<file path="src/rtl/p2sc_stream_serializer.sv">
// -----------------------------------------------------------------------------
// p2sc_stream_serializer
//
// Parallel-to-serial stream converter. Words of WIDTH bits are accepted over a
// valid/ready handshake into a one-entry holding buffer, then serialised one
// bit per clock, LSB-first or MSB-first as selected per word. A buffered word
// is loaded into the shifter on the same edge that ends the previous word's
// last bit, so back-to-back words stream with no gap cycles.
//
// Parameters:
//   WIDTH       word width in bits (2..64)
//
// Ports:
//   clk          rising-edge clock
//   rst          asynchronous, active-high reset
//   p_in         parallel word
//   p_msb        per-word order: 1 = MSB-first, 0 = LSB-first
//   p_valid      p_in / p_msb valid
//   p_ready      holding buffer empty, a word can be accepted
//   flush        synchronous abort of the current and the buffered word
//   sout         serial data bit
//   sout_valid   sout carries a data bit this cycle
//   frame_start  high on the first bit of each word
//   busy         shifter active or holding buffer full
// -----------------------------------------------------------------------------
module p2sc_stream_serializer #(
    parameter int WIDTH = 8
) (
    input  logic             clk,
    input  logic             rst,
    input  logic [WIDTH-1:0] p_in,
    input  logic             p_msb,
    input  logic             p_valid,
    output logic             p_ready,
    input  logic             flush,
    output logic             sout,
    output logic             sout_valid,
    output logic             frame_start,
    output logic             busy
);

    localparam int               CNT_W = $clog2(WIDTH);
    localparam logic [CNT_W-1:0] LAST  = CNT_W'(WIDTH - 1);

    typedef enum logic {IDLE, SHIFT} state_t;

    state_t           state, state_nxt;
    logic [CNT_W-1:0] cnt, cnt_nxt;
    logic [CNT_W-1:0] rev_idx;

    logic [WIDTH-1:0] hold_reg;
    logic             hold_msb;
    logic             hold_full;
    logic [WIDTH-1:0] shift_reg;
    logic             shift_msb;

    logic             accept;
    logic             load;

    // Accept depends only on the registered hold_full, so p_ready never
    // combinationally follows p_valid. Accept and load are mutually exclusive
    // because they require opposite values of hold_full.
    assign accept = p_valid & ~hold_full & ~flush;
    assign load   = hold_full & ((state == IDLE) | ((state == SHIFT) & (cnt == LAST)));

    // State register
    always_ff @(posedge clk or posedge rst) begin
        if (rst) begin
            state <= IDLE;
            cnt   <= '0;
        end else begin
            state <= state_nxt;
            cnt   <= cnt_nxt;
        end
    end

    // Next-state logic; flush overrides both load and normal progression
    always_comb begin
        state_nxt = state;
        cnt_nxt   = cnt;
        if (flush) begin
            state_nxt = IDLE;
            cnt_nxt   = '0;
        end else if (load) begin
            state_nxt = SHIFT;
            cnt_nxt   = '0;
        end else if (state == SHIFT) begin
            if (cnt == LAST) begin
                state_nxt = IDLE;
                cnt_nxt   = '0;
            end else begin
                cnt_nxt = cnt + CNT_W'(1);
            end
        end
    end

    // Holding buffer and shifter word storage
    always_ff @(posedge clk or posedge rst) begin
        if (rst) begin
            hold_reg  <= '0;
            hold_msb  <= 1'b0;
            hold_full <= 1'b0;
            shift_reg <= '0;
            shift_msb <= 1'b0;
        end else begin
            if (flush) begin
                hold_full <= 1'b0;
            end else if (load) begin
                hold_full <= 1'b0;
                shift_reg <= hold_reg;
                shift_msb <= hold_msb;
            end else if (accept) begin
                hold_full <= 1'b1;
                hold_reg  <= p_in;
                hold_msb  <= p_msb;
            end
        end
    end

    // The word is indexed rather than shifted: shift_reg stays constant for
    // the whole word and cnt selects the bit from either end.
    assign rev_idx = LAST - cnt;

    // Output logic
    always_comb begin
        sout        = 1'b0;
        sout_valid  = 1'b0;
        frame_start = 1'b0;
        if (state == SHIFT) begin
            sout_valid  = 1'b1;
            frame_start = (cnt == '0);
            sout        = shift_msb ? shift_reg[rev_idx] : shift_reg[cnt];
        end
    end

    assign p_ready = ~hold_full;
    assign busy    = (state == SHIFT) | hold_full;

endmodule

</file>
<file path="config.mk">
export PLATFORM = sky130hd
export DESIGN_NAME = p2sc_stream_serializer
export DESIGN_NICKNAME = d
export VERILOG_FILES = /design/src/rtl/p2sc_stream_serializer.sv
export SDC_FILE = /design/constraint.sdc
export NUM_CORES = 1
export LEC_CHECK = 0
export CAP_MARGIN = 10
export CORE_MARGIN = 2
export CORE_UTILIZATION = 25
export CTS_CLUSTER_SIZE = 24
export DETAILED_ROUTE_END_ITERATION = 10
export PLACE_DENSITY = 0.45
export SYNTH_ARGS = -nofsm -noshare
export SYNTH_HDL_FRONTEND = slang
export SYNTH_SLANG_ARGS = --single-unit
</file>
<file path="constraint.sdc">
create_clock -name clk -period 3.1 [get_ports clk]
set_input_delay 0.465 -clock clk [delete_from_list [all_inputs] [get_ports clk]]
set_output_delay 0.465 -clock clk [all_outputs]
set_load 0.005 [all_outputs]
</file>
==> results by group, run 1 <==
Outcome
  – Run status: finished clean

Power and ir drop
  – LEAKAGE: 0.575 nW
  – Cell area power density: 566 nW/um^2
  – Internal power: 590 uW
  – Part of the power in the clock network: 23.1%
  – Maximum resistive drop on vdd: 0.181 mV
  – Net Sw Frac: 25.7%
  – Combinational power share: 23.5%
  – Post-layout power: 794 uW
  – Switching power: 204 uW
  – Power share of the sequential group: 53.4%

Clock tree
  – Clock tree from TritonCTS: yes
  – Quantity of gates resized following cts: 0
  – Register clock-pin slew on the reported worst setup and hold paths: 0.08 ns
  – Setup Fix Bufs, Post-CTS: 0
  – Maximum buffer depth of the clock tree: 2
  – Insertion delay of the later-clocked pin in the worst-skew pair: 0.26 ns
  – H-tree depth: 1
  – Num CTS Buffers: 3
  – Hold-fix buffers at CTS: 0
  – Clock root buffer: sky130_fd_sc_hd__clkbuf_8
  – Clock tree sinks: 23

Logic synthesis
  – Register bit count reported by yosys: 23
  – Top post-synthesis cells by area: sky130_fd_sc_hd__dfrtp_1 50%, sky130_fd_sc_hd__mux2_2 18%, sky130_fd_sc_hd__mux4_1 4.6%, sky130_fd_sc_hd__mux2i_1 4.4%, sky130_fd_sc_hd__ha_1 3.3%
  – Synth async-reset ratio: 100%
  – Synthesis warning total: 0
  – Commonest cells post-synth: 23 x sky130_fd_sc_hd__dfrtp_1, 18 x sky130_fd_sc_hd__mux2_2, 10 x sky130_fd_sc_hd__nor2_1
  – Number of different library cells in the post-synthesis netlist: 23
  – Nets in the synthesized netlist: 102
  – Parity-gate share of the synthesized area counting xor and xnor cells: 0%
  – Simple-gate share of the synthesized area: 8.60%
  – Largest family of logic cells by synthesized area: multiplexers
  – Main synth FF type: sky130_fd_sc_hd__dfrtp_1
  – Compound-cell area share of the yosys netlist: 6.86%
  – Most frequent cell after synthesis: sky130_fd_sc_hd__dfrtp_1
  – Multiplexer fraction of the synthesized cell area: 26.6%
  – Proportion of netlist area held by the largest area contributor: 50.1%
  – Avg Cell Area, Syn: 13.4 um^2
  – Biggest area consumer among synthesized cells: sky130_fd_sc_hd__dfrtp_1
  – Post-synth EDFFs: 0
  – Synth Area in Adders: 3.26%
  – Cells after synthesis: 86
  – Sequential fraction of the synthesis area: 50.1%
  – Area of the mapped netlist: 1150 um^2

Detailed routing
  – Vias/cell: 4.46
  – Wire length reported by the detailed router: 1.95 mm
  – WL per Instance: 12.5 um
  – Via count: 695
  – Number of DRC violations after detailed routing: 0
  – Routed Antenna Nets: 0
  – First-pass iteration count of the detailed router: 5
  – Number of design-rule violations left by the first detailed-router iteration: 24

Placed design
  – IO Port Bufs: 17
  – Post-placement cell area: 1360 um^2
  – Half-perimeter wire length after detailed placement: 1.40 mm
  – GPL Wtd Cong: 0.834
  – Setup WS pre-CTS: 0.690 ns

Layout
  – Number of antenna cells inserted: 0
  – Layout overhead on the synthesized area: 22.0%
  – Fin nets: 121
  – Layout filler cell count: 473
  – Final standard cell area without fillers: 1400 um^2
  – Share of final-layout standard cells stronger than drive strength 1: 24.0%
  – Util after Layout: 32.0%

Floorplanning
  – Die width: 71.8 um
  – Number of top-level pins: 18
  – Row Count: 24
  – Initial cell density of the core: 26.2%
  – Area enclosed by the die boundary: 5160 um^2
  – Placeable core area: 4380 um^2
  – Floorplan die height: 71.8 um

Setup path
  – Critical path arrival: 2.23 ns
  – Worst Path Class, Setup: reg -> out
  – Maximum fanout along the worst path: 9
  – Worst-case register-to-register setup slack: 0.96 ns
  – Crit path launch type: flop
  – Worst path top cell family by delay: flip-flops
  – Data required time of the critical path: 2.63 ns
  – Cells along the critical path: mux4_1, nor2_1, a311o_1, o22ai_1, clkdlybuf4s50_1
  – Slowest stage cell on the critical path: sky130_fd_sc_hd__dfrtp_1
  – Sort of element at the end of the critical path: output pin
  – Slowest Stage Delay on Critical Path: 0.61 ns
  – Sum of buffers and inverters on the critical path: 1

Hold path
  – Type of the tightest min-delay check: reg -> reg

Timing
  – Clock Skew: 0.00106 ns
  – Pins Over Slew Limit: 0
  – Number of endpoints with negative hold slack in the final report: 0
  – Setup total negative slack: 0 ns
  – Setup violation total in the final timing report: 0
  – Crit share post-route: 87.1%
  – Highest Clock Rate: 0.370 GHz
  – Unrepaired setup endpoints after global routing: no
  – Headroom to the max-slew limit: 41.5%
  – Worst-margin pin slew: 0.877 ns
  – PnR worst setup slack: 0.401 ns
  – Clock period minus worst slack: 2.70 ns

Global routing
  – First-pass GRT wire length: 3.34 mm
  – Vias in the first global route: 691
  – Antenna violations before repair: 0
  – All-layer global routing usage: 8.45%
  – Pin count of the biggest net entering global routing: 24
  – Global-route congestion overflow total: 0

Flow run
  – Max-capacitance violation count: 0
## cells by family after synthesis
logic type	Yosys count
multiplexers	25
adder cells (fa/ha/maj)	3
flip-flops	23
AO/OA/AOI/OAI	8
AND/OR/NAND/NOR	18
buffers and inverters	9
## routing by layer
metal  part of all wire (%)  up-vias  track usage (%)
met5                      0        -                0
met1                     50      339             11.4
li1                       -      342                -
met2                     44       12             12.3
met3                    5.0        2             2.39
met4                   0.98        0             4.40
## cell type report
cell class              instances  area, um^2  area share, %
inverters                       5        18.8           1.34
well taps                      52        65.1           4.64
multi-input cells              54         520           37.1
clock buffers                   4        45.0           3.21
repair buffers                 18         178           12.7
flip-flops and latches         23         576           41.0
## through the flow
step / instances / hold WS [ns]
after CTS: 156 / 0.511
after global routing: 156 / 0.520
final: 156 / 0.506
after global placement: 152 / 0.486
after detailed placement: 152 / 0.492
after floorplan: 86 / 0.467
## layout by cell type, fill, tap and decap left out, types with 3 or more instances in the layout
cell	n
sky130_fd_sc_hd__a22oi_1	3
sky130_fd_sc_hd__mux2i_1	5
sky130_fd_sc_hd__clkbuf_8	3
sky130_fd_sc_hd__ha_1	3
sky130_fd_sc_hd__clkdlybuf4s50_1	17
sky130_fd_sc_hd__nor2_1	10
sky130_fd_sc_hd__mux2_2	18
sky130_fd_sc_hd__inv_1	5
sky130_fd_sc_hd__dfrtp_1	23
## final timing paths
path,start,to,cells after the start
worst min register to register,hold_reg[6],hold_reg[6],1
max in group asynchronous,rst,shift_reg[3],2
worst max-delay path,cnt[2],sout,5
min in group asynchronous,rst,hold_reg[4],2
worst max register to register,cnt[0],shift_reg[4],5
worst min-delay path,hold_reg[6],hold_reg[6],1
## power groups by stage
| stage | sequential (mW) | clock (mW) | combinational [mW] |
|---|---|---|---|
| after floorplan | 0.411 | 0 | 0.150 |
| after global placement | 0.432 | 0 | 0.185 |
| after detailed placement | 0.431 | 0 | 0.190 |
| after CTS | 0.425 | 0.193 | 0.191 |
| after global routing | 0.437 | 0.204 | 0.207 |
| final | 0.424 | 0.184 | 0.187 |
(Power assumes the default switching activity.)
==> inputs of run 2 (changes only) <==
Settings changed: HOLD_SLACK_MARGIN set to 0.12.
==> results of run 2 <==
The final DEF is identical to that of run 1; final timing and power are the same.
==> inputs of run 3 (changes only) <==
Settings changed: CORE_ASPECT_RATIO set to 1.1.
==> results by group, run 3 (same netlist as run 1, synthesis figures left out) <==
Timing
  – Worst-margin pin slew: 0.865 ns (was 0.877 ns)
  – Unrepaired setup endpoints after global routing: no (unchanged)
  – Highest Clock Rate: 0.367 GHz (was 0.370 GHz)
  – Pins Over Slew Limit: 0 (unchanged)
  – Setup violation total in the final timing report: 0 (unchanged)
  – Setup total negative slack: 0 ns (unchanged)
  – Clock Skew: 0.00428 ns (was 0.00106 ns)
  – Headroom to the max-slew limit: 42.3% (was 41.5%)
  – PnR worst setup slack: 0.378 ns (was 0.401 ns)
  – Number of endpoints with negative hold slack in the final report: 0 (unchanged)
  – Crit share post-route: 87.8% (was 87.1%)
  – Clock period minus worst slack: 2.72 ns (was 2.70 ns)

Floorplanning
  – Die width: 68.7 um (was 71.8 um)
  – Area enclosed by the die boundary: 5160 um^2 (about the same)
  – Initial cell density of the core: 26.4% (was 26.2%)
  – Number of top-level pins: 18 (unchanged)
  – Row Count: 25 (was 24)
  – Floorplan die height: 75.1 um (was 71.8 um)
  – Placeable core area: 4350 um^2 (was 4380 um^2)

Clock tree
  – Clock root buffer: sky130_fd_sc_hd__clkbuf_8 (unchanged)
  – Maximum buffer depth of the clock tree: 2 (unchanged)
  – Hold-fix buffers at CTS: 0 (unchanged)
  – Clock tree from TritonCTS: yes (unchanged)
  – Quantity of gates resized following cts: 0 (unchanged)
  – Num CTS Buffers: 3 (unchanged)
  – Setup Fix Bufs, Post-CTS: 0 (unchanged)
  – H-tree depth: 1 (unchanged)
  – Clock tree sinks: 23 (unchanged)
  – Insertion delay of the later-clocked pin in the worst-skew pair: 0.26 ns (about the same)
  – Register clock-pin slew on the reported worst setup and hold paths: 0.08 ns (about the same)

Global routing
  – All-layer global routing usage: 8.51% (was 8.45%)
  – Antenna violations before repair: 0 (unchanged)
  – First-pass GRT wire length: 3.32 mm (was 3.34 mm)
  – Pin count of the biggest net entering global routing: 24 (unchanged)
  – Global-route congestion overflow total: 0 (unchanged)
  – Vias in the first global route: 691 (unchanged)

Power and ir drop
  – LEAKAGE: 0.575 nW (unchanged)
  – Power share of the sequential group: 54.2% (was 53.4%)
  – Cell area power density: 564 nW/um^2 (was 566 nW/um^2)
  – Part of the power in the clock network: 22.3% (was 23.1%)
  – Net Sw Frac: 25.5% (was 25.7%)
  – Combinational power share: 23.6% (was 23.5%)
  – Switching power: 202 uW (was 204 uW)
  – Maximum resistive drop on vdd: 0.280 mV (was 0.181 mV)
  – Internal power: 590 uW (about the same)
  – Post-layout power: 793 uW (was 794 uW)

Placed design
  – GPL Wtd Cong: 0.764 (was 0.834)
  – Half-perimeter wire length after detailed placement: 1.50 mm (was 1.40 mm)
  – Setup WS pre-CTS: 0.670 ns (was 0.690 ns)
  – Number of cells after detailed placement: 154 (was 152)
  – IO Port Bufs: 17 (unchanged)
  – Post-placement cell area: 1360 um^2 (about the same)

Setup path
  – Path depth of the worst reg2reg path: 5 (unchanged)
  – Worst Path Class, Setup: reg -> out (unchanged)
  – Data required time of the critical path: 2.63 ns (about the same)
  – Maximum fanout along the worst path: 9 (unchanged)
  – Critical path arrival: 2.26 ns (was 2.23 ns)
  – Crit path launch type: flop (unchanged)
  – Sort of element at the end of the critical path: output pin (unchanged)

Detailed routing
  – Routed Antenna Nets: 0 (unchanged)
  – Number of design-rule violations left by the first detailed-router iteration: 8 (was 24)
  – Wire length reported by the detailed router: 2.03 mm (was 1.95 mm)
  – WL per Instance: 12.9 um (was 12.5 um)
  – Number of DRC violations after detailed routing: 0 (unchanged)
  – Via count: 712 (was 695)
  – First-pass iteration count of the detailed router: 4 (was 5)
  – Vias/cell: 4.51 (was 4.46)

Layout
  – Layout overhead on the synthesized area: 22.2% (was 22.0%)
  – Number of antenna cells inserted: 0 (unchanged)
  – Fin nets: 121 (unchanged)
  – Commonest non-fill, non-tap cells in the layout: 23 x sky130_fd_sc_hd__dfrtp_1, 18 x sky130_fd_sc_hd__mux2_2, 17 x sky130_fd_sc_hd__clkdlybuf4s50_1 (unchanged)
  – Final Instance Count excl. Fillers: 158 (was 156)
  – Share of final-layout standard cells stronger than drive strength 1: 24.0% (unchanged)
  – Final standard cell area without fillers: 1410 um^2 (was 1400 um^2)
  – Commonest non-fill, non-tap cell in the layout: sky130_fd_sc_hd__dfrtp_1 (unchanged)

Outcome
  – Run status: finished clean (unchanged)

Hold path
  – Hold depth: 1 (unchanged)
  – Type of the tightest min-delay check: reg -> reg (unchanged)

Flow run
  – Max-capacitance violation count: 0 (unchanged)
## run 3: critical path, cell delays in order, from the launching register on
cell and delay [ns]:
sky130_fd_sc_hd__dfrtp_1 0.61, sky130_fd_sc_hd__mux4_1 0.62, sky130_fd_sc_hd__nor2_1 0.10, sky130_fd_sc_hd__a311o_1 0.11, sky130_fd_sc_hd__o22ai_1 0.10, sky130_fd_sc_hd__clkdlybuf4s50_1 0.46
## run 3: per-stage QoR
stage | util, % | hold slack, ns
2_1_floorplan | - | 0.467
3_3_place_gp | 31.3 | 0.485
3_5_place_dp | 31.3 | 0.491
4_1_cts | 32.3 | 0.509
5_1_grt | 32.3 | 0.524
6_report | 32.3 | 0.506
## run 3: cell type report
type	count	area [um^2]
clock buffers	4	45.0
fillers	429	2940
inverters	5	18.8
multi-input cells	54	520
flip-flops and latches	23	576
well taps	54	67.6
repair buffers	18	178
## run 3: final timing paths
check                                 start            to  slack (ns)
worst max register to register       cnt[0]  shift_reg[5]        1.01
worst min-delay path            hold_reg[5]   hold_reg[5]        0.51
max in group asynchronous               rst     hold_full        1.88
worst max-delay path                 cnt[2]          sout        0.38
worst min register to register  hold_reg[5]   hold_reg[5]        0.51
min in group asynchronous               rst   hold_reg[2]        0.68
## run 3: power by group through the flow
stage               registers (mW)  logic, mW  clock network, mW
finish                       0.429      0.187              0.177
global route                 0.439      0.207              0.198
CTS                          0.429      0.190              0.188
detailed placement           0.434      0.189                  0
global placement             0.433      0.185                  0
floorplan                    0.411      0.150                  0
## run 3: metal layers
layer	global-route usage (%)	part of all wire (%)	up-vias
met5	0	0	-
met4	3.33	0.74	0
met3	1.35	2.9	2
met2	13.8	49	11
met1	11.4	47	362
li1	-	-	337
